$ cat src/rtl/riscv_exec_ctrl.sv
// riscv_exec_ctrl: multi-cycle execute/memory/writeback sequencer for the RISC-V core.
// Holds one accepted instruction and drives writeback, PC redirect and a req/ack data port.
module riscv_exec_ctrl #(
    parameter int unsigned XLEN        = 32,
    parameter int unsigned PC_STEP     = 1,
    parameter int unsigned MEM_TIMEOUT = 15
) (
    input  logic              clk,
    input  logic              rst,
    input  logic              instr_valid,
    output logic              instr_ready,
    input  logic [6:0]        opcode,
    input  logic [2:0]        funct3,
    input  logic [XLEN-1:0]   rs1_val,
    input  logic [XLEN-1:0]   rs2_val,
    input  logic [XLEN-1:0]   imm,
    input  logic [XLEN-1:0]   pc,
    input  logic [XLEN-1:0]   alu_result,
    input  logic [XLEN-1:0]   mem_rdata,
    input  logic              mem_ack,
    output logic              mem_req,
    output logic              mem_we,
    output logic [XLEN-1:0]   mem_addr,
    output logic [XLEN-1:0]   mem_wdata,
    output logic [XLEN/8-1:0] mem_wstrb,
    output logic [XLEN-1:0]   rd_data,
    output logic              rd_we,
    output logic              jump_en,
    output logic [XLEN-1:0]   jump_addr,
    output logic              retire,
    output logic [1:0]        exc
);
    localparam int unsigned NB   = XLEN / 8;
    localparam int unsigned OFFW = $clog2(NB);
    localparam int unsigned CNTW = $clog2(MEM_TIMEOUT + 1);

    localparam logic [6:0] OP_LUI    = 7'b0110111;
    localparam logic [6:0] OP_AUIPC  = 7'b0010111;
    localparam logic [6:0] OP_JAL    = 7'b1101111;
    localparam logic [6:0] OP_JALR   = 7'b1100111;
    localparam logic [6:0] OP_BRANCH = 7'b1100011;
    localparam logic [6:0] OP_LOAD   = 7'b0000011;
    localparam logic [6:0] OP_STORE  = 7'b0100011;
    localparam logic [6:0] OP_OPIMM  = 7'b0010011;
    localparam logic [6:0] OP_OP     = 7'b0110011;

    typedef enum logic [1:0] {S_IDLE, S_EXEC, S_MEM, S_WB} state_t;
    state_t state_q, state_d;

    logic [6:0]      opcode_q;
    logic [2:0]      funct3_q;
    logic [XLEN-1:0] rs1_q, rs2_q, imm_q, pc_q;
    logic [CNTW-1:0] cnt_q, cnt_d;
    logic [XLEN-1:0] rd_data_q, rd_data_d, jump_addr_q, jump_addr_d;
    logic [1:0]      exc_q, exc_d;
    logic            wb_we_q, wb_we_d, wb_jump_q, wb_jump_d;

    logic            is_load, is_store, legal, aligned, br_taken, sx;
    logic [XLEN-1:0] ea, shifted, load_val;
    logic [OFFW-1:0] off;
    logic [NB-1:0]   strb_base;

    assign ea       = rs1_q + imm_q;
    assign off      = ea[OFFW-1:0];
    assign is_load  = (opcode_q == OP_LOAD);
    assign is_store = (opcode_q == OP_STORE);
    assign sx       = ~funct3_q[2];
    assign shifted  = mem_rdata >> {off, 3'b000};

    always_comb begin
        legal = 1'b0;
        case (opcode_q)
            OP_LUI, OP_AUIPC, OP_JAL, OP_OP, OP_OPIMM: legal = 1'b1;
            OP_JALR:   legal = (funct3_q == 3'b000);
            OP_BRANCH: legal = (funct3_q[2:1] != 2'b01);
            OP_LOAD: begin
                case (funct3_q)
                    3'b000, 3'b001, 3'b010, 3'b100, 3'b101: legal = 1'b1;
                    3'b011, 3'b110:                         legal = (XLEN == 64);
                    default:                                legal = 1'b0;
                endcase
            end
            OP_STORE:  legal = ~funct3_q[2] & ((funct3_q[1:0] != 2'b11) | (XLEN == 64));
            default:   legal = 1'b0;
        endcase
    end

    always_comb begin
        aligned   = 1'b1;
        strb_base = NB'(1);
        load_val  = shifted;
        case (funct3_q[1:0])
            2'd0: begin
                strb_base = NB'(1);
                load_val  = sx ? XLEN'($signed(shifted[7:0])) : XLEN'(shifted[7:0]);
            end
            2'd1: begin
                aligned   = ~ea[0];
                strb_base = NB'(3);
                load_val  = sx ? XLEN'($signed(shifted[15:0])) : XLEN'(shifted[15:0]);
            end
            2'd2: begin
                aligned   = (ea[1:0] == 2'b00);
                strb_base = NB'(15);
                load_val  = sx ? XLEN'($signed(shifted[31:0])) : XLEN'(shifted[31:0]);
            end
            default: begin
                aligned   = (ea[2:0] == 3'b000);
                strb_base = NB'(255);
                load_val  = shifted;
            end
        endcase
    end

    always_comb begin
        case (funct3_q)
            3'b000:  br_taken = (rs1_q == rs2_q);
            3'b001:  br_taken = (rs1_q != rs2_q);
            3'b100:  br_taken = ($signed(rs1_q) <  $signed(rs2_q));
            3'b101:  br_taken = ($signed(rs1_q) >= $signed(rs2_q));
            3'b110:  br_taken = (rs1_q <  rs2_q);
            default: br_taken = (rs1_q >= rs2_q);
        endcase
    end

    always_comb begin
        state_d     = state_q;
        cnt_d       = cnt_q;
        rd_data_d   = rd_data_q;
        jump_addr_d = jump_addr_q;
        exc_d       = exc_q;
        wb_we_d     = wb_we_q;
        wb_jump_d   = wb_jump_q;
        case (state_q)
            S_IDLE: if (instr_valid) state_d = S_EXEC;
            S_EXEC: begin
                state_d     = S_WB;
                cnt_d       = '0;
                rd_data_d   = '0;
                jump_addr_d = '0;
                exc_d       = 2'b00;
                wb_we_d     = 1'b0;
                wb_jump_d   = 1'b0;
                if (!legal) begin
                    exc_d = 2'b11;
                end else if (is_load || is_store) begin
                    if (aligned) state_d = S_MEM;
                    else         exc_d   = 2'b01;
                end else begin
                    case (opcode_q)
                        OP_LUI: begin
                            rd_data_d = imm_q;
                            wb_we_d   = 1'b1;
                        end
                        OP_AUIPC: begin
                            rd_data_d = pc_q + imm_q;
                            wb_we_d   = 1'b1;
                        end
                        OP_JAL, OP_JALR: begin
                            rd_data_d   = pc_q + XLEN'(PC_STEP);
                            jump_addr_d = (opcode_q == OP_JAL) ? pc_q + imm_q
                                                               : ea & ~XLEN'(1);
                            wb_we_d     = 1'b1;
                            wb_jump_d   = 1'b1;
                        end
                        OP_BRANCH: begin
                            jump_addr_d = pc_q + imm_q;
                            wb_jump_d   = br_taken;
                        end
                        default: begin
                            rd_data_d = alu_result;
                            wb_we_d   = 1'b1;
                        end
                    endcase
                end
            end
            S_MEM: begin
                cnt_d = cnt_q + 1'b1;
                // An ack in the final permitted cycle still completes normally.
                if (mem_ack) begin
                    state_d = S_WB;
                    if (is_load) begin
                        rd_data_d = load_val;
                        wb_we_d   = 1'b1;
                    end
                end else if (cnt_q == CNTW'(MEM_TIMEOUT - 1)) begin
                    state_d = S_WB;
                    exc_d   = 2'b10;
                end
            end
            default: state_d = S_IDLE;
        endcase
    end

    always_ff @(posedge clk) begin
        if (rst) begin
            state_q     <= S_IDLE;
            cnt_q       <= '0;
            rd_data_q   <= '0;
            jump_addr_q <= '0;
            exc_q       <= '0;
            wb_we_q     <= 1'b0;
            wb_jump_q   <= 1'b0;
            opcode_q    <= '0;
            funct3_q    <= '0;
            rs1_q       <= '0;
            rs2_q       <= '0;
            imm_q       <= '0;
            pc_q        <= '0;
        end else begin
            state_q     <= state_d;
            cnt_q       <= cnt_d;
            rd_data_q   <= rd_data_d;
            jump_addr_q <= jump_addr_d;
            exc_q       <= exc_d;
            wb_we_q     <= wb_we_d;
            wb_jump_q   <= wb_jump_d;
            if (state_q == S_IDLE && instr_valid) begin
                opcode_q <= opcode;
                funct3_q <= funct3;
                rs1_q    <= rs1_val;
                rs2_q    <= rs2_val;
                imm_q    <= imm;
                pc_q     <= pc;
            end
        end
    end

    assign instr_ready = (state_q == S_IDLE);
    assign mem_req     = (state_q == S_MEM);
    assign mem_we      = mem_req & is_store;
    assign mem_addr    = mem_req ? {ea[XLEN-1:OFFW], {OFFW{1'b0}}} : '0;
    assign mem_wdata   = mem_we ? (rs2_q << {off, 3'b000}) : '0;
    assign mem_wstrb   = mem_we ? (strb_base << off) : '0;
    assign retire      = (state_q == S_WB);
    assign rd_we       = retire & wb_we_q;
    assign jump_en     = retire & wb_jump_q;
    assign rd_data     = rd_data_q;
    assign jump_addr   = jump_addr_q;
    assign exc         = retire ? exc_q : 2'b00;

endmodule

$ cat config.mk
export PLATFORM = sky130hd
export DESIGN_NAME = riscv_exec_ctrl
export DESIGN_NICKNAME = d
export VERILOG_FILES = /design/src/rtl/riscv_exec_ctrl.sv
export SDC_FILE = /design/constraint.sdc
export NUM_CORES = 1
export LEC_CHECK = 0
export BUFFER_PORTS_ARGS = -buffer_cell sky130_fd_sc_hd__buf_2
export CAP_MARGIN = 5
export CORE_UTILIZATION = 40
export CTS_CLUSTER_SIZE = 20
export DETAILED_ROUTE_END_ITERATION = 8
export GPL_ROUTABILITY_DRIVEN = 0
export SYNTH_ARGS = -nofsm -noshare
export SYNTH_HDL_FRONTEND = slang
export SYNTH_SLANG_ARGS = --single-unit
$ cat constraint.sdc
create_clock -name clk -period 3.4 [get_ports clk]
set_input_delay 0.51 -clock clk [delete_from_list [all_inputs] [get_ports clk]]
set_output_delay 0.51 -clock clk [all_outputs]
set_load 0.02 [all_outputs]
==> qor.txt <==
clock latency on the worst-skew pair: 0.54 ns
post-route total power: 12.56 mW
final hold slack: 0.2030 ns
Final Hold Fails: 0
row count: 70
clk sinks: 212
die area: 37950 sq um
grt ovf: 0
mux cell area share after synthesis: 3.383%
DR iter-0 viols: 1549
CTS Hold Bufs: 0
Required @ worst endpoint: 2.89 ns
critical-path cell list: ha_4 > fa_2 > a211oi_2 > nor2_1 > a41oi_2 > buf_4 > nand2_4 > a41oi_4 > a21o_1 > o21ai_2 > a21oi_2 > xnor2_2 > and2_1 > buf_6
CP Launch Type: flip-flop
effective utilization at floorplan: 40.61%
Layout Skew: 0.01396 ns
CTS root buf: clkbuf_16
final max-slew violation count: 0
worst path arrival time: 3.30 ns
dpl cells: 2815
Top FF cell, synth: dfxtp_1
Synth Instances: 2032
worst ir drop on vdd: 0.4179 mV
Synth Register Bits: 212
Max-Cap Viols: 0
clk buf depth: 3
worst-path fanout max: 4
Syn-to-layout area delta: 29.35%
TNS Setup: -4.073 ns
H-tree Lvls: 1
DP Area: 17460 sq um
Worst Setup Slack, final: -0.4087 ns
final core utilization: 52.53%
Worst slew margin: 49.28%
largest family of logic cells by synthesized area: compound AO/OA/AOI/OAI gates
Worst path max stage delay: 0.35 ns
Layout Nets: 2715
Synth Area in XOR/XNOR: 4.713%
crit path kind: flip-flop to primary output
actual slew at the worst max-slew pin: 0.7567 ns
Largest delay share family, worst path: compound AO/OA/AOI/OAI gates
Post-synth EDFFs: 0
CTS Buf Count: 26
Buf/Inv on CP: 2
Post-DP HPWL: 46610 um
Crit-path slowest cell: fa_2
routed vias: 16590
period utilisation layout: 112.0%
initial antenna violation count: 2
WL final: 60220 um
post-route ant nets: 0
Die Y: 194.8 um
Adder-Cell Fraction of Synth Area: 8.769%
global-route wire length before repair: 89120 um
failing checks: setup timing
post-synth design cell area: 14870 sq um
syn_area_per_cell: 7.317 sq um
fin area: 19230 sq um
worst slack, placed: -0.06771 ns
DRC: 0
Multi-input gate area: 10370 sq um
vias in the first global route: 15570
Yosys cell types: 83
Worst setup EP type: primary output
register area share after synthesis: 28.54%
Worst Hold Class: primary input to flip-flop
Yosys Warn Count: 0
compound-gate portion of the synthesized area: 26.58%
# IOs: 346
status: finished with violations
fill count: 3618
Async S/R FF share, synth: 0%
Vias/cell: 5.731
non-filler cells, final: 2895
P_leak: 8.573 nW
Final min period: 3.809 ns
layout cell share with drive strength beyond 1: 26.80%
RSZ-0062 raised after global routing: true
Sequential Area: 4253 sq um
largest net degree at the start of global routing: 121
Max Fclk: 262.6 MHz
simple-gate share of the synthesized area: 22.67%
Setup-failing EPs final: 19
Overall Global Routing Usage: 30.16%
CTS tree: built
core area: 36610 sq um
chip width: 194.8 um
drt wl/cell: 20.80 um
Worst-path clk slew: 0.06 ns
Power Density: 653.1 nW/um^2
1st-pass router iterations: 7
Port Buf Inserts: 343
power by group:
| part | switching [mW] | internal, mW |
|---|---|---|
| Combinational | 3.91 | 2.41 |
| Sequential | 0.465 | 2.92 |
| Clock | 1.16 | 1.70 |
routing by layer:
metal	vias up	track usage, %	wire length [um]
met3	144	5.830	5035
met4	0	14.55	2919
met1	7812	39.50	25250
met5	-	0	0
li1	7923	-	-
met2	712	47.44	27010
path summary, 6_finish.rpt:
kind,from,to,slack (ns),cells after the start
worst max-delay path,rs1_q[0],mem_addr[24],-0.41,14
worst max register to register,imm_q[8],jump_addr[25],0.17,12
worst min register to register,rd_data[22],rd_data[22],0.46,2
worst min-delay path,pc[28],pc_q[28],0.20,3
Yosys cell counts (34+ instances only):
cell,instances,area [sq um]
dfxtp_1,212,4244
clkbuf_1,93,349.1
xnor2_1,49,429.2
nor2_1,187,701.9
a21o_1,39,292.8
o21ai_0,70,350.3
mux2i_1,39,390.4
and2_1,39,244.0
inv_1,64,240.2
ha_1,101,1264
nand2_1,382,1434
a21oi_1,287,1436
nand3_1,34,170.2
nor3_1,37,185.2
what timing repair did:
| action | CTS | global route |
|---|---|---|
| endpoints found under the setup margin | 28 | 44 |
| gates resized for setup | 54 | 90 |
| setup buffers | 17 | 16 |
| pin swaps | 39 | 43 |
| cloned | 0 | 0 |
cell families (layout without fill, tap and decap cells):
group                    after synthesis  in the layout
AO/OA/AOI/OAI                        623            623
XOR/XNOR                              80             80
adder cells (fa/ha/maj)              103            103
buffers and inverters                192            584
flip-flops                           212            212
multiplexers                          49             49
other                                  1              4
AND/OR/NAND/NOR                      772            772
state kept, by name, summed over array words and instances, names as in the netlist:
name	flops
wb_we_q	1
cnt_q	4
funct3_q	3
opcode_q	7
jump_addr	32
rs1_q	32
rs2_q	32
state_q	2
exc_q	2
wb_jump_q	1
rd_data	32
pc_q	32
imm_q	32
worst reg2reg max path: stages, from the launching register on:
cell	delay, ns
dfxtp_1	0.33
buf_4	0.15
ha_1	0.37
o21ai_0	0.11
o21ai_0	0.19
o211ai_1	0.20
o211ai_1	0.49
o21ai_1	0.13
nand2_1	0.15
nor4_1	0.06
a211oi_1	0.52
nor2_1	0.11
a221o_1	0.29
area by class of cell:
| class | count | area share (%) |
|---|---|---|
| Clock inverter | 7 | 0.3643 |
| Timing Repair Buffer | 473 | 15.08 |
| Clock buffer | 40 | 4.183 |
| Tap cell | 468 | 3.045 |
| Antenna cell | 2 | 0.02602 |
| Multi-Input combinational cell | 1629 | 53.94 |
| Sequential cell | 212 | 22.11 |
| Inverter | 64 | 1.249 |
layout by cell type, fill, tap and decap left out, types with 9 or more instances in the layout:
master     Yosys  layout
mux2_2        10      10
buf_4          5     123
nor3_1        37      29
nor2_1       187     183
inv_1         64      64
buf_6          4      24
xnor2_2        0       9
nand2b_1      10      10
nand3_1       34      33
clkbuf_16      0      27
o211ai_1      18      18
o21ai_0       70      68
and3_1        17      17
ha_1         101      88
dfxtp_1      212     205
o21a_1        11      10
a21oi_2        4      14
a22oi_1       28      28
xnor2_1       49      37
buf_2         16     321
nor2b_1       12      12
a21o_1        39      39
a222oi_1      15      15
a221oi_1      11      10
a31oi_1       13      13
o21bai_1      10      10
a211oi_1      29      29
a21oi_1      287     275
xor2_1        31      29
mux2i_1       39      39
o21ai_1       22      18
nand2_1      382     380
nand4_1       19      19
and2_1        39      32
nor3_2         4      11
No activity file was read; power rests on OpenSTA's default activity.
